## src/rtl/alu_console_pkg.sv

```systemverilog
// Shared opcode table, FSM state encoding and opcode legality check for the ALU console.
package alu_console_pkg;

    localparam int NB_OPCODE = 6;

    localparam logic [NB_OPCODE-1:0] OP_ADD = 6'b100000;
    localparam logic [NB_OPCODE-1:0] OP_SUB = 6'b100010;
    localparam logic [NB_OPCODE-1:0] OP_AND = 6'b100100;
    localparam logic [NB_OPCODE-1:0] OP_OR  = 6'b100101;
    localparam logic [NB_OPCODE-1:0] OP_XOR = 6'b100110;
    localparam logic [NB_OPCODE-1:0] OP_NOR = 6'b100111;
    localparam logic [NB_OPCODE-1:0] OP_SRA = 6'b000011;
    localparam logic [NB_OPCODE-1:0] OP_SRL = 6'b000010;

    typedef enum logic [1:0] {
        ST_LOAD_A  = 2'd0,
        ST_LOAD_B  = 2'd1,
        ST_LOAD_OP = 2'd2,
        ST_SHOW    = 2'd3
    } state_e;

    function automatic logic is_legal_op(input logic [NB_OPCODE-1:0] op);
        case (op)
            OP_ADD, OP_SUB, OP_AND, OP_OR,
            OP_XOR, OP_NOR, OP_SRA, OP_SRL: is_legal_op = 1'b1;
            default:                        is_legal_op = 1'b0;
        endcase
    endfunction

endpackage

```

## src/rtl/alu.sv

```systemverilog
// Combinational ALU shared with the rest of the board design.
module alu
    import alu_console_pkg::*;
#(
    parameter int NB_OP   = 6,
    parameter int NB_DATA = 16
) (
    input  logic [NB_DATA-1:0] i_data_a,
    input  logic [NB_DATA-1:0] i_data_b,
    input  logic [NB_OP-1:0]   i_op,
    output logic [NB_DATA-1:0] o_data
);

    always_comb begin
        o_data = '0;
        case (i_op)
            OP_ADD:  o_data = i_data_a + i_data_b;
            OP_SUB:  o_data = i_data_a - i_data_b;
            OP_AND:  o_data = i_data_a & i_data_b;
            OP_OR:   o_data = i_data_a | i_data_b;
            OP_XOR:  o_data = i_data_a ^ i_data_b;
            OP_NOR:  o_data = ~(i_data_a | i_data_b);
            OP_SRA:  o_data = $unsigned($signed(i_data_a) >>> i_data_b);
            OP_SRL:  o_data = i_data_a >> i_data_b;
            default: o_data = '0;
        endcase
    end

endmodule

```

## src/rtl/btn_debouncer.sv

```systemverilog
// Push-button conditioner: 2-FF synchroniser, stability counter, one-cycle pulse on accepted press.
module btn_debouncer #(
    parameter int DEBOUNCE_CYCLES = 1_000_000
) (
    input  logic i_clk,
    input  logic i_reset,
    input  logic i_btn,
    output logic o_pulse
);

    localparam int NB_CNT = $clog2(DEBOUNCE_CYCLES + 1);
    localparam logic [NB_CNT-1:0] CNT_LAST = NB_CNT'(DEBOUNCE_CYCLES - 1);

    logic              sync_0_reg;
    logic              sync_1_reg;
    logic              level_reg;
    logic              pulse_reg;
    logic [NB_CNT-1:0] count_reg;

    // Counter only runs while the synchronised input disagrees with the accepted level,
    // so any glitch back to the old level restarts the count.
    always_ff @(posedge i_clk or negedge i_reset) begin
        if (!i_reset) begin
            sync_0_reg <= 1'b0;
            sync_1_reg <= 1'b0;
            level_reg  <= 1'b0;
            pulse_reg  <= 1'b0;
            count_reg  <= '0;
        end else begin
            sync_0_reg <= i_btn;
            sync_1_reg <= sync_0_reg;
            pulse_reg  <= 1'b0;
            if (sync_1_reg == level_reg) begin
                count_reg <= '0;
            end else if (count_reg == CNT_LAST) begin
                level_reg <= sync_1_reg;
                pulse_reg <= sync_1_reg;
                count_reg <= '0;
            end else begin
                count_reg <= count_reg + 1'b1;
            end
        end
    end

    assign o_pulse = pulse_reg;

endmodule

```

## src/rtl/alu_console.sv

```systemverilog
// Switch/button front-end for the ALU: guided multi-beat operand entry, opcode check, LED display.
module alu_console
    import alu_console_pkg::*;
#(
    parameter int NB_SW           = 8,
    parameter int NB_DATA         = 16,
    parameter int NB_OP           = 6,
    parameter int NB_LEDS         = 16,
    parameter int DEBOUNCE_CYCLES = 1_000_000
) (
    input  logic               i_clk,
    input  logic               i_reset,
    input  logic [NB_SW-1:0]   i_sw,
    input  logic [2:0]         i_btn,
    output logic [NB_LEDS-1:0] o_led,
    output logic [1:0]         o_state,
    output logic               o_zero,
    output logic               o_err
);

    localparam int BEATS   = NB_DATA / NB_SW;
    localparam int NB_BEAT = (BEATS > 1) ? $clog2(BEATS) : 1;
    localparam logic [NB_BEAT-1:0] LAST_BEAT = NB_BEAT'(BEATS - 1);

    logic [2:0] btn_pulse;
    logic       enter_pulse;
    logic       back_pulse;
    logic       cancel_pulse;

    genvar gi;
    generate
        for (gi = 0; gi < 3; gi++) begin : gen_btn
            btn_debouncer #(
                .DEBOUNCE_CYCLES(DEBOUNCE_CYCLES)
            ) u_debouncer (
                .i_clk   (i_clk),
                .i_reset (i_reset),
                .i_btn   (i_btn[gi]),
                .o_pulse (btn_pulse[gi])
            );
        end
    endgenerate

    assign enter_pulse  = btn_pulse[0];
    assign back_pulse   = btn_pulse[1];
    assign cancel_pulse = btn_pulse[2];

    state_e               state_reg,  state_next;
    logic [NB_BEAT-1:0]   beat_reg,   beat_next;
    logic [NB_DATA-1:0]   a_reg,      a_next;
    logic [NB_DATA-1:0]   b_reg,      b_next;
    logic [NB_OP-1:0]     op_reg,     op_next;
    logic [NB_DATA-1:0]   result_reg, result_next;
    logic                 err_reg,    err_next;

    logic [NB_OP-1:0]     sw_op;
    logic [NB_OP-1:0]     alu_op;
    logic [NB_DATA-1:0]   alu_result;

    // While in LOAD_OP the ALU already evaluates the candidate opcode, so the result
    // can be captured on the same edge that latches the opcode.
    assign sw_op  = i_sw[NB_OP-1:0];
    assign alu_op = (state_reg == ST_LOAD_OP) ? sw_op : op_reg;

    alu #(
        .NB_OP   (NB_OP),
        .NB_DATA (NB_DATA)
    ) u_alu (
        .i_data_a (a_reg),
        .i_data_b (b_reg),
        .i_op     (alu_op),
        .o_data   (alu_result)
    );

    always_ff @(posedge i_clk or negedge i_reset) begin
        if (!i_reset) begin
            state_reg  <= ST_LOAD_A;
            beat_reg   <= '0;
            a_reg      <= '0;
            b_reg      <= '0;
            op_reg     <= '0;
            result_reg <= '0;
            err_reg    <= 1'b0;
        end else begin
            state_reg  <= state_next;
            beat_reg   <= beat_next;
            a_reg      <= a_next;
            b_reg      <= b_next;
            op_reg     <= op_next;
            result_reg <= result_next;
            err_reg    <= err_next;
        end
    end

    always_comb begin
        state_next  = state_reg;
        beat_next   = beat_reg;
        a_next      = a_reg;
        b_next      = b_reg;
        op_next     = op_reg;
        result_next = result_reg;
        err_next    = err_reg;
        if (cancel_pulse) begin
            state_next  = ST_LOAD_A;
            beat_next   = '0;
            a_next      = '0;
            b_next      = '0;
            op_next     = '0;
            result_next = '0;
            err_next    = 1'b0;
        end else if (back_pulse) begin
            beat_next = '0;
            case (state_reg)
                ST_LOAD_B:  state_next = ST_LOAD_A;
                ST_LOAD_OP: state_next = ST_LOAD_B;
                ST_SHOW:    state_next = ST_LOAD_OP;
                default:    state_next = ST_LOAD_A;
            endcase
        end else if (enter_pulse) begin
            case (state_reg)
                ST_LOAD_A, ST_LOAD_B: begin
                    if (state_reg == ST_LOAD_A) a_next[beat_reg*NB_SW +: NB_SW] = i_sw;
                    else                        b_next[beat_reg*NB_SW +: NB_SW] = i_sw;
                    if (beat_reg == LAST_BEAT) begin
                        beat_next  = '0;
                        state_next = (state_reg == ST_LOAD_A) ? ST_LOAD_B : ST_LOAD_OP;
                    end else begin
                        beat_next = beat_reg + 1'b1;
                    end
                end
                ST_LOAD_OP: begin
                    if (is_legal_op(sw_op)) begin
                        op_next     = sw_op;
                        result_next = alu_result;
                        err_next    = 1'b0;
                        state_next  = ST_SHOW;
                    end else begin
                        err_next = 1'b1;
                    end
                end
                default: begin
                    state_next = ST_LOAD_A;
                    beat_next  = '0;
                end
            endcase
        end
    end

    always_comb begin
        o_led   = '0;
        o_state = state_reg;
        o_err   = err_reg;
        o_zero  = (state_reg == ST_SHOW) && (result_reg == '0);
        case (state_reg)
            ST_LOAD_A:  o_led = NB_LEDS'(a_reg);
            ST_LOAD_B:  o_led = NB_LEDS'(b_reg);
            ST_LOAD_OP: o_led = NB_LEDS'(op_reg);
            default:    o_led = NB_LEDS'(result_reg);
        endcase
    end

endmodule
```

## config.mk

```make
export PLATFORM = sky130hd
export DESIGN_NAME = alu_console
export DESIGN_NICKNAME = d
export VERILOG_FILES = /design/src/rtl/alu_console_pkg.sv /design/src/rtl/alu.sv /design/src/rtl/btn_debouncer.sv /design/src/rtl/alu_console.sv
export SDC_FILE = /design/constraint.sdc
export NUM_CORES = 1
export LEC_CHECK = 0
export ABC_AREA = 0
export CAP_MARGIN = 20
export CORE_ASPECT_RATIO = 2
export CORE_MARGIN = 3
export CORE_UTILIZATION = 40
export CTS_CLUSTER_DIAMETER = 80
export DETAILED_ROUTE_END_ITERATION = 7
export SLEW_MARGIN = 30
export SYNTH_ARGS = -nofsm -noshare
export SYNTH_HDL_FRONTEND = slang
export SYNTH_SLANG_ARGS = --single-unit
```

## constraint.sdc

```tcl
create_clock -name i_clk -period 4.45 [get_ports i_clk]
set_clock_uncertainty 0.05 [all_clocks]
set_input_delay 0.89 -clock i_clk [delete_from_list [all_inputs] [get_ports i_clk]]
set_output_delay 0.89 -clock i_clk [all_outputs]
set_load 0.01 [all_outputs]
```

==> summary.md, run 1 <==
| Metric | Value |
|---|---|
| Largest family of logic cells by synthesized area | simple AND/OR/NAND/NOR gates |
| Die area | 25900 um2 |
| CP startpoint | i_sw[3] |
| DP Worst Slack | -0.147 ns |
| Via-to-Cell Ratio | between 6 and 7 |
| Area delta synth->final | 16.4% |
| Final Util | 0.475 |
| Min Hold Slack | about 0.29 ns |
| Syn avg cell area | around 8.7 um2 |
| Post-synth EDFFs | 0 |
| Async SR Flop Fraction | 1.00 |
| Crit path depth | 15 |
| Critical path's most frequent cell | a21o_1 |
| Root Driver | clkbuf_16 |
| Worst r2r dst | result_reg[15]$_DFFE_PN0P_ |
| Non-Filler Instances | about 1500 |
| Synth Area in Simple Gates | 0.212 |
| Global-route wire length before repair | about 54 mm |
| CP required | about 4.8 ns |
| GP Congestion | between 1 and 1.5 |
| All-Layer GR Usage | 0.288 |
| Crit Path Class | input port to flop |
| Slew Limit Fails | 0 |
| Clock Path Buffers | 2 |
| Post-synthesis instance total | about 1100 |
| Element type at the critical path start | input port |
| Synth area leaders | dfrtp_1, ha_1, mux2i_1, nor2_1, nand2_1 |
| Vias in the first global route | roughly 9000 |
| Final ANT Viol Nets | 0 |
| Fin. Hold Viols | 0 |
| Flop2flop setup slack | roughly 0.38 ns |
| Crit end category | flop |
| Vias | about 8800 |
| Diode count | 0 |
| Placed instance count | 1428 |
| Predominant post-synthesis flop cell | dfrtp_1 |
| Post-Synth Adder-Cell Area | 0.0766 |
| Drt drc | 0 |
| Distinct cells, synth | 80 |
| # Post-CTS Setup Buffers | 0 |
| I/O pin count | 33 |
| Max-cap violations | 0 |
| Final Net Count | approximately 1200 |
| Critical Path End | result_reg[15]$_DFFE_PN0P_ |
| Die Width | 115 um |
| Syn_nets | 1173 |
| Inserted Clock Buffers | 17 |
| Reg-to-reg startpoint | o_state[0]$_DFFE_PN0P_ |
| CTS sink cnt | 130 |
| Max H-tree Level | 4 |
| RSZ-0062 raised after global routing | false |
| Core ar. | ~23000 um2 |
| Insertion delay to the later sink of the worst-skew pair | roughly 0.43 ns |
| Crit path largest cell delay | 0.52 ns |
| Final worst slack | 0.260 ns |
| Leakage power | around 5.0 nW |
| Starting Density | 0.408 |
| Max reg flops | 60 |
| Area leader, netlist | dfrtp_1 |
| Post-Syn Area | 9570 um2 |
| WL/cell | 24.6 um |
| Compound-cell area share of the yosys netlist | 0.164 |
| VDD IR max | 0.000280 V |
| Worst r2r path cells | 16 |
| CTS tree | done |
| Crit path DAT | roughly 4.5 ns |
| Reg clk slew, reported paths | ~0.060 ns |
| CP top delay family | simple AND/OR/NAND/NOR gates |
| Most common cell after layout, fill and taps aside | dfrtp_1 |
| Grt ovf | 0 |
| DRT Pass-1 Iters | 5 |
| Sequential-to-total area share from yosys stat | 0.340 |
| Final min period | between 4 and 5 ns |
| Slew @ Worst Pin | ~0.95 ns |
| PD cells | between 200 and 250 nW/um2 |
| Slew headroom | 0.367 |
| Setup TNS | 0 ns |
| Fmax | between 200 and 250 MHz |
| Cts repair resizes | 0 |
| Die Height | 225 um |
| Final worst path period share | 0.942 |
| Post-Synth XOR/XNOR Area | 0.0723 |
| Yosys warnings | 0 |
| DR iter-0 viols | 554 |
| Detail Placement HPWL | between 20 and 30 mm |
| Seq cells post-synth | between 100 and 150 |
| Hold buffers post-CTS | 0 |
| CP bufs+invs | 2 |
| Share of the synthesized area in the top cell type | 0.340 |
| Setup violations, final | 0 |
| Largest net degree at the start of global routing | between 70 and 80 |
| Port bufs | 32 |
| Layout cells sized above 1 | 0.121 |
| Hold Path Class | flop to flop |
| Critical-path cell list | clkdlybuf4s50_1 -> or3b_1 -> a21o_1 -> nor3_1 -> buf_4 -> nor2_1 -> xnor2_1 -> ha_1 -> a21o_1 -> a221o_1 -> or3_1 -> o2111ai_1 -> a21oi_1 -> nor4b_1 -> nand3b_1 |
| Core Rows | between 70 and 80 |
| Status | complete, no violations |
| Final WL | between 30 and 40 mm |
| Most frequent cells in the layout | dfrtp_1, nor2_1, nand2_1 |
| Initial antenna violation count | 2 |
| Multiplexer share of the synthesized area | 0.0877 |
| Critical-path maximum fanout | 4 |
| Worst path slowest cell | clkdlybuf4s50_1 |
==> synth_stat cells, types with 32 or more instances <==
cell,n
a21oi_1,53
dfrtp_1,130
nand3_1,48
ha_1,57
nor2_1,126
xor2_1,32
o21ai_0,53
clkbuf_1,40
mux2i_1,49
xnor2_1,47
inv_1,47
nand2_1,123
==> layout make-up <==
| class | instances | area (um2) |
|---|---|---|
| fill | 2269 | 12300 |
| multi-input combinational | 859 | 5880 |
| sequential | 130 | 3250 |
| timing repair buffer | 105 | 870 |
| clock buffer | 20 | 457 |
| tap | 283 | 354 |
| inverter | 51 | 191 |
| clock inverter | 12 | 134 |
==> through the flow <==
step | power (mW) | instance area, um2
final | 2.76 | 11100
after floorplan | 1.31 | 9570
after detailed placement | 1.39 | 10500
after global placement | 1.39 | 10500
after CTS | 2.80 | 11100
after global routing | 2.86 | 11100
==> routing by layer <==
| layer | share of wire | GRT usage | vias up |
|---|---|---|---|
| met4 | 0.12 | 0.268 | 4 |
| met2 | 0.51 | 0.492 | 332 |
| met3 | 0.048 | 0.0539 | 172 |
| met1 | 0.32 | 0.284 | 4272 |
| li1 | - | - | 4067 |
| met5 | 0.00081 | 0 | - |
==> cells by family (layout without fill, tap and decap cells) <==
| group | count (synthesis) | count (layout) |
|---|---|---|
| simple gates | 420 | 420 |
| compound gates | 232 | 232 |
| flops | 130 | 130 |
| buf+inv | 113 | 188 |
| xor+xnor | 79 | 79 |
| mux | 70 | 70 |
| fa+ha+maj | 58 | 58 |
==> report_power, final <==
part           switching (mW)  internal [mW]  leakage (nW)
sequential             0.0173           1.20          1.72
combinational          0.0958         0.0593          3.01
clock                   0.534          0.853         0.286
total                   0.647           2.11          5.02
==> how the worst min path moves through the flow <==
stage,from,endpoint,slack (ns),cells after the start
after global routing,gen_btn[2].u_debouncer.sync_0_reg$_DFF_PN0_,gen_btn[2].u_debouncer.sync_1_reg$_DFF_PN0_,0.31,0
final,gen_btn[2].u_debouncer.sync_0_reg$_DFF_PN0_,gen_btn[2].u_debouncer.sync_1_reg$_DFF_PN0_,0.29,0
after detailed placement,gen_btn[0].u_debouncer.sync_0_reg$_DFF_PN0_,gen_btn[0].u_debouncer.sync_1_reg$_DFF_PN0_,0.28,0
after CTS,gen_btn[2].u_debouncer.sync_0_reg$_DFF_PN0_,gen_btn[2].u_debouncer.sync_1_reg$_DFF_PN0_,0.30,0
after global placement,gen_btn[2].u_debouncer.sync_0_reg$_DFF_PN0_,gen_btn[2].u_debouncer.sync_1_reg$_DFF_PN0_,0.28,0
after floorplan,gen_btn[0].u_debouncer.sync_0_reg$_DFF_PN0_,gen_btn[0].u_debouncer.sync_1_reg$_DFF_PN0_,0.28,0
Power figures use the tool's default switching activity.
==> inputs of run 2 (changes only) <==
Settings changed: CTS_BUF_LIST from default to sky130_fd_sc_hd__clkbuf_8, SYNTH_HIERARCHICAL from default to 1.
Clock period 4.45 ns to 5.23 ns, I/O delays scaled along.
==> run 2 against run 1 <==
  * Largest cell class unchanged
  * Critical endpoint is now result_reg[11]$_DFFE_PN0P_
  * Wire length decreased by 3.9%
  * Non-clock buffer count fell by 39
  * Critical path type is now flop to flop
  * Clock power fell by 41%
  * Largest power group is now sequential cells
  * Clock-buffer cell count fell by 2
  * Highest routed layer is now met4
  * Combinational power decreased by 52%
==> summary.md, run 2 <==
| Metric | Value |
|---|---|
| Cts repair resizes | 0 |
| Min Hold Slack | 0.301 ns |
| Worst path slowest cell | or4b_4 |
| Vias in the first global route | 9250 |
| Critical-path maximum fanout | 6 |
| Most frequent cells after synthesis | dfrtp_1, nor2_1, a21oi_1, nand2_1, o21ai_0 |
| Grt ovf | 0 |
| Final min period | about 4.8 ns |
| CP required | approximately 5.6 ns |
| Max H-tree Level | 4 |
| DRT Pass-1 Iters | 7 |
| Min-delay src | gen_btn[2].u_debouncer/sync_0_reg$_DFF_PN0_ |
| Hold buffers post-CTS | 0 |
| Fin. Hold Viols | 0 |
| GP Congestion | 1.01 |
| VDD IR max | roughly 0.00024 V |
| Worst r2r dst | result_reg[11]$_DFFE_PN0P_ |
| Element type at the critical path start | flop |
| Die Width | around 120 um |
| Share of the synthesized area in the top cell type | 0.330 |
| WHS Path Cells | 0 |
| Reg clk slew, reported paths | about 0.080 ns |
| Vias | about 9000 |
| Insertion delay to the later sink of the worst-skew pair | approximately 0.47 ns |
| Final Net Count | approximately 1200 |
| Via-to-Cell Ratio | just over 6 |
| Setup TNS | 0 ns |
| PD cells | 177 nW/um2 |
| DR iter-0 viols | between 600 and 700 |
| CP bufs+invs | 1 |
| Sequential-to-total area share from yosys stat | 0.330 |
| Final worst slack | 0.478 ns |
| Yosys warnings | 6 |
| Hold Path Class | flop to flop |
| Final worst path period share | 0.909 |
| Root Driver | clkbuf_8 |
| Slew Limit Fails | 0 |
| Flop2flop setup slack | around 0.48 ns |
| Reg-to-reg startpoint | o_state[0]$_DFFE_PN0P_ |
| CP top delay family | simple AND/OR/NAND/NOR gates |
| Leakage power | 4.41 nW |
| Distinct cells, synth | 81 |
| Crit path largest cell delay | roughly 0.60 ns |
| Slew @ Worst Pin | around 1.1 ns |
| I/O pin count | 33 |
| Most frequent cells in the layout | dfrtp_1, nor2_1, a21oi_1 |
| Area delta synth->final | 9.89% |
| CTS tree | done |
| Core ar. | about 24000 um2 |
| Die Height | 228 um |
| Crit end category | flop |
| Critical-path cell list | inv_1 -> ha_1 -> mux2_2 -> or4b_4 -> or2_2 -> a21oi_1 -> ha_1 -> nor2b_1 -> o2111ai_1 -> nand3_1 -> a21oi_1 -> mux2_2 -> o221ai_1 -> nand3_1 -> a21oi_1 |
| # Post-CTS Setup Buffers | 0 |
| Global-route wire length before repair | ~53 mm |
| Crit path DAT | between 5 and 6 ns |
| Fmax | around 210 MHz |
| Setup violations, final | 0 |
| Synth area leaders | dfrtp_1, ha_1, a21oi_1, xnor2_1, mux2i_1 |
| Crit Path Class | flop to flop |
| Most common cell after layout, fill and taps aside | dfrtp_1 |
| Filler cells | around 2400 |
| Clock Path Buffers | 2 |
| Core Rows | 80 |
| Max reg flops | 60 |
| Cell with the most instances after synthesis | dfrtp_1 |
| Critical path's most frequent cell | a21oi_1 |
| Largest net degree at the start of global routing | 95 |
| CTS sink cnt | 130 |
| Async SR Flop Fraction | 1.00 |
| Layout cells sized above 1 | 0.110 |
| Initial antenna violation count | 0 |
| Seq cells post-synth | 130 |
| Post-synthesis instance total | around 1100 |
| Detail Placement HPWL | between 20 and 30 mm |
| Syn_nets | 1210 |
| Worst r2r path cells | 15 |
| Final ANT Viol Nets | 0 |
| Inserted Clock Buffers | 17 |
| Port bufs | 32 |
| WL/cell | 23.7 um |
| Drt drc | 0 |
| Starting Density | 0.410 |
| Hold path endpoint | gen_btn[2].u_debouncer/sync_1_reg$_DFF_PN0_ |
| Final WL | roughly 35 mm |
| Status | complete, no violations |
| Area leader, netlist | dfrtp_1 |
| Max-cap violations | 0 |
| Post-Syn Area | 9860 um2 |
| All-Layer GR Usage | 0.266 |
| RSZ-0062 raised after global routing | false |
| Predominant post-synthesis flop cell | dfrtp_1 |
| Post-synth EDFFs | 0 |
| DP Worst Slack | between 0.08 and 0.09 ns |
| Slew headroom | 0.275 |
| Syn avg cell area | just under 9 um2 |
| Die area | about 27000 um2 |
| Diode count | 0 |
[run 2: metal layers]
| layer | global-route usage | up-vias | wire length [um] |
|---|---|---|---|
| met5 | 0 | - | 0 |
| met4 | 0.236 | 0 | 3700 |
| met3 | 0.0411 | 150 | 1420 |
| met2 | 0.468 | 328 | 18300 |
| met1 | 0.254 | 4376 | 11100 |
| li1 | - | 4154 | - |
[run 2: worst reg2reg max path: stages, from the launching register on]
cell and delay, ns:
dfrtp_1 0.45, inv_1 0.11, ha_1 0.40, mux2_2 0.42, or4b_4 0.60, or2_2 0.35, a21oi_1 0.30, ha_1 0.29
nor2b_1 0.14, o2111ai_1 0.24, nand3_1 0.24, a21oi_1 0.27, mux2_2 0.36, o221ai_1 0.19, nand3_1 0.10, a21oi_1 0.18
[run 2: area by class of cell]
type	count	area, um2	share of cell area
clock buffer	18	248	0.0229
clock inverter	14	130	0.0120
inverter	61	229	0.0211
multi-input combinational	879	6040	0.557
sequential	130	3250	0.300
tap	287	359	0.0331
timing repair buffer	66	577	0.0532
[run 2: cells by family (layout without fill, tap and decap cells)]
group                      Yosys count  in the layout  synth area share
AOI/OAI and AO/OA                  299            299             0.190
xor gates and xnor gates            74             74            0.0657
adders and majority gates           57             57            0.0731
buffers and inverters              131            159            0.0576
DFF                                130            130             0.330
muxes                               64             64            0.0796
and+or+nand+nor                    385            385             0.204
[run 2: report_power, final]
| part | internal (mW) | switching, mW | total (mW) |
|---|---|---|---|
| Clock | 0.392 | 0.431 | 0.823 |
| Combinational | 0.0226 | 0.0512 | 0.0738 |
| Sequential | 1.01 | 0.00872 | 1.02 |
[run 2: worst max-delay path by stage]
stage                           start                          to  slack, ns  depth (start not counted)
6_report       o_state[0]$_DFFE_PN0P_  result_reg[11]$_DFFE_PN0P_       0.48                         15
5_1_grt        o_state[0]$_DFFE_PN0P_  result_reg[14]$_DFFE_PN0P_       0.19                         16
4_1_cts        o_state[0]$_DFFE_PN0P_  result_reg[11]$_DFFE_PN0P_       0.49                         15
3_5_place_dp                  i_sw[3]  result_reg[11]$_DFFE_PN0P_       0.08                         14
3_3_place_gp                  i_sw[3]  result_reg[14]$_DFFE_PN0P_       0.15                         15
2_1_floorplan  o_state[0]$_DFFE_PN0P_  result_reg[14]$_DFFE_PN0P_       0.82                         18
[run 2: metrics by stage]
stage | area (um2) | power (mW) | utilization | cells
after floorplan | 9860 | 1.07 | - | 1140
after global placement | 10500 | 1.12 | 0.435 | 1423
after detailed placement | 10500 | 1.12 | 0.435 | 1423
after CTS | 10800 | 1.95 | 0.451 | 1455
after global routing | 10800 | 2.00 | 0.451 | 1455
final | 10800 | 1.92 | 0.451 | 1455
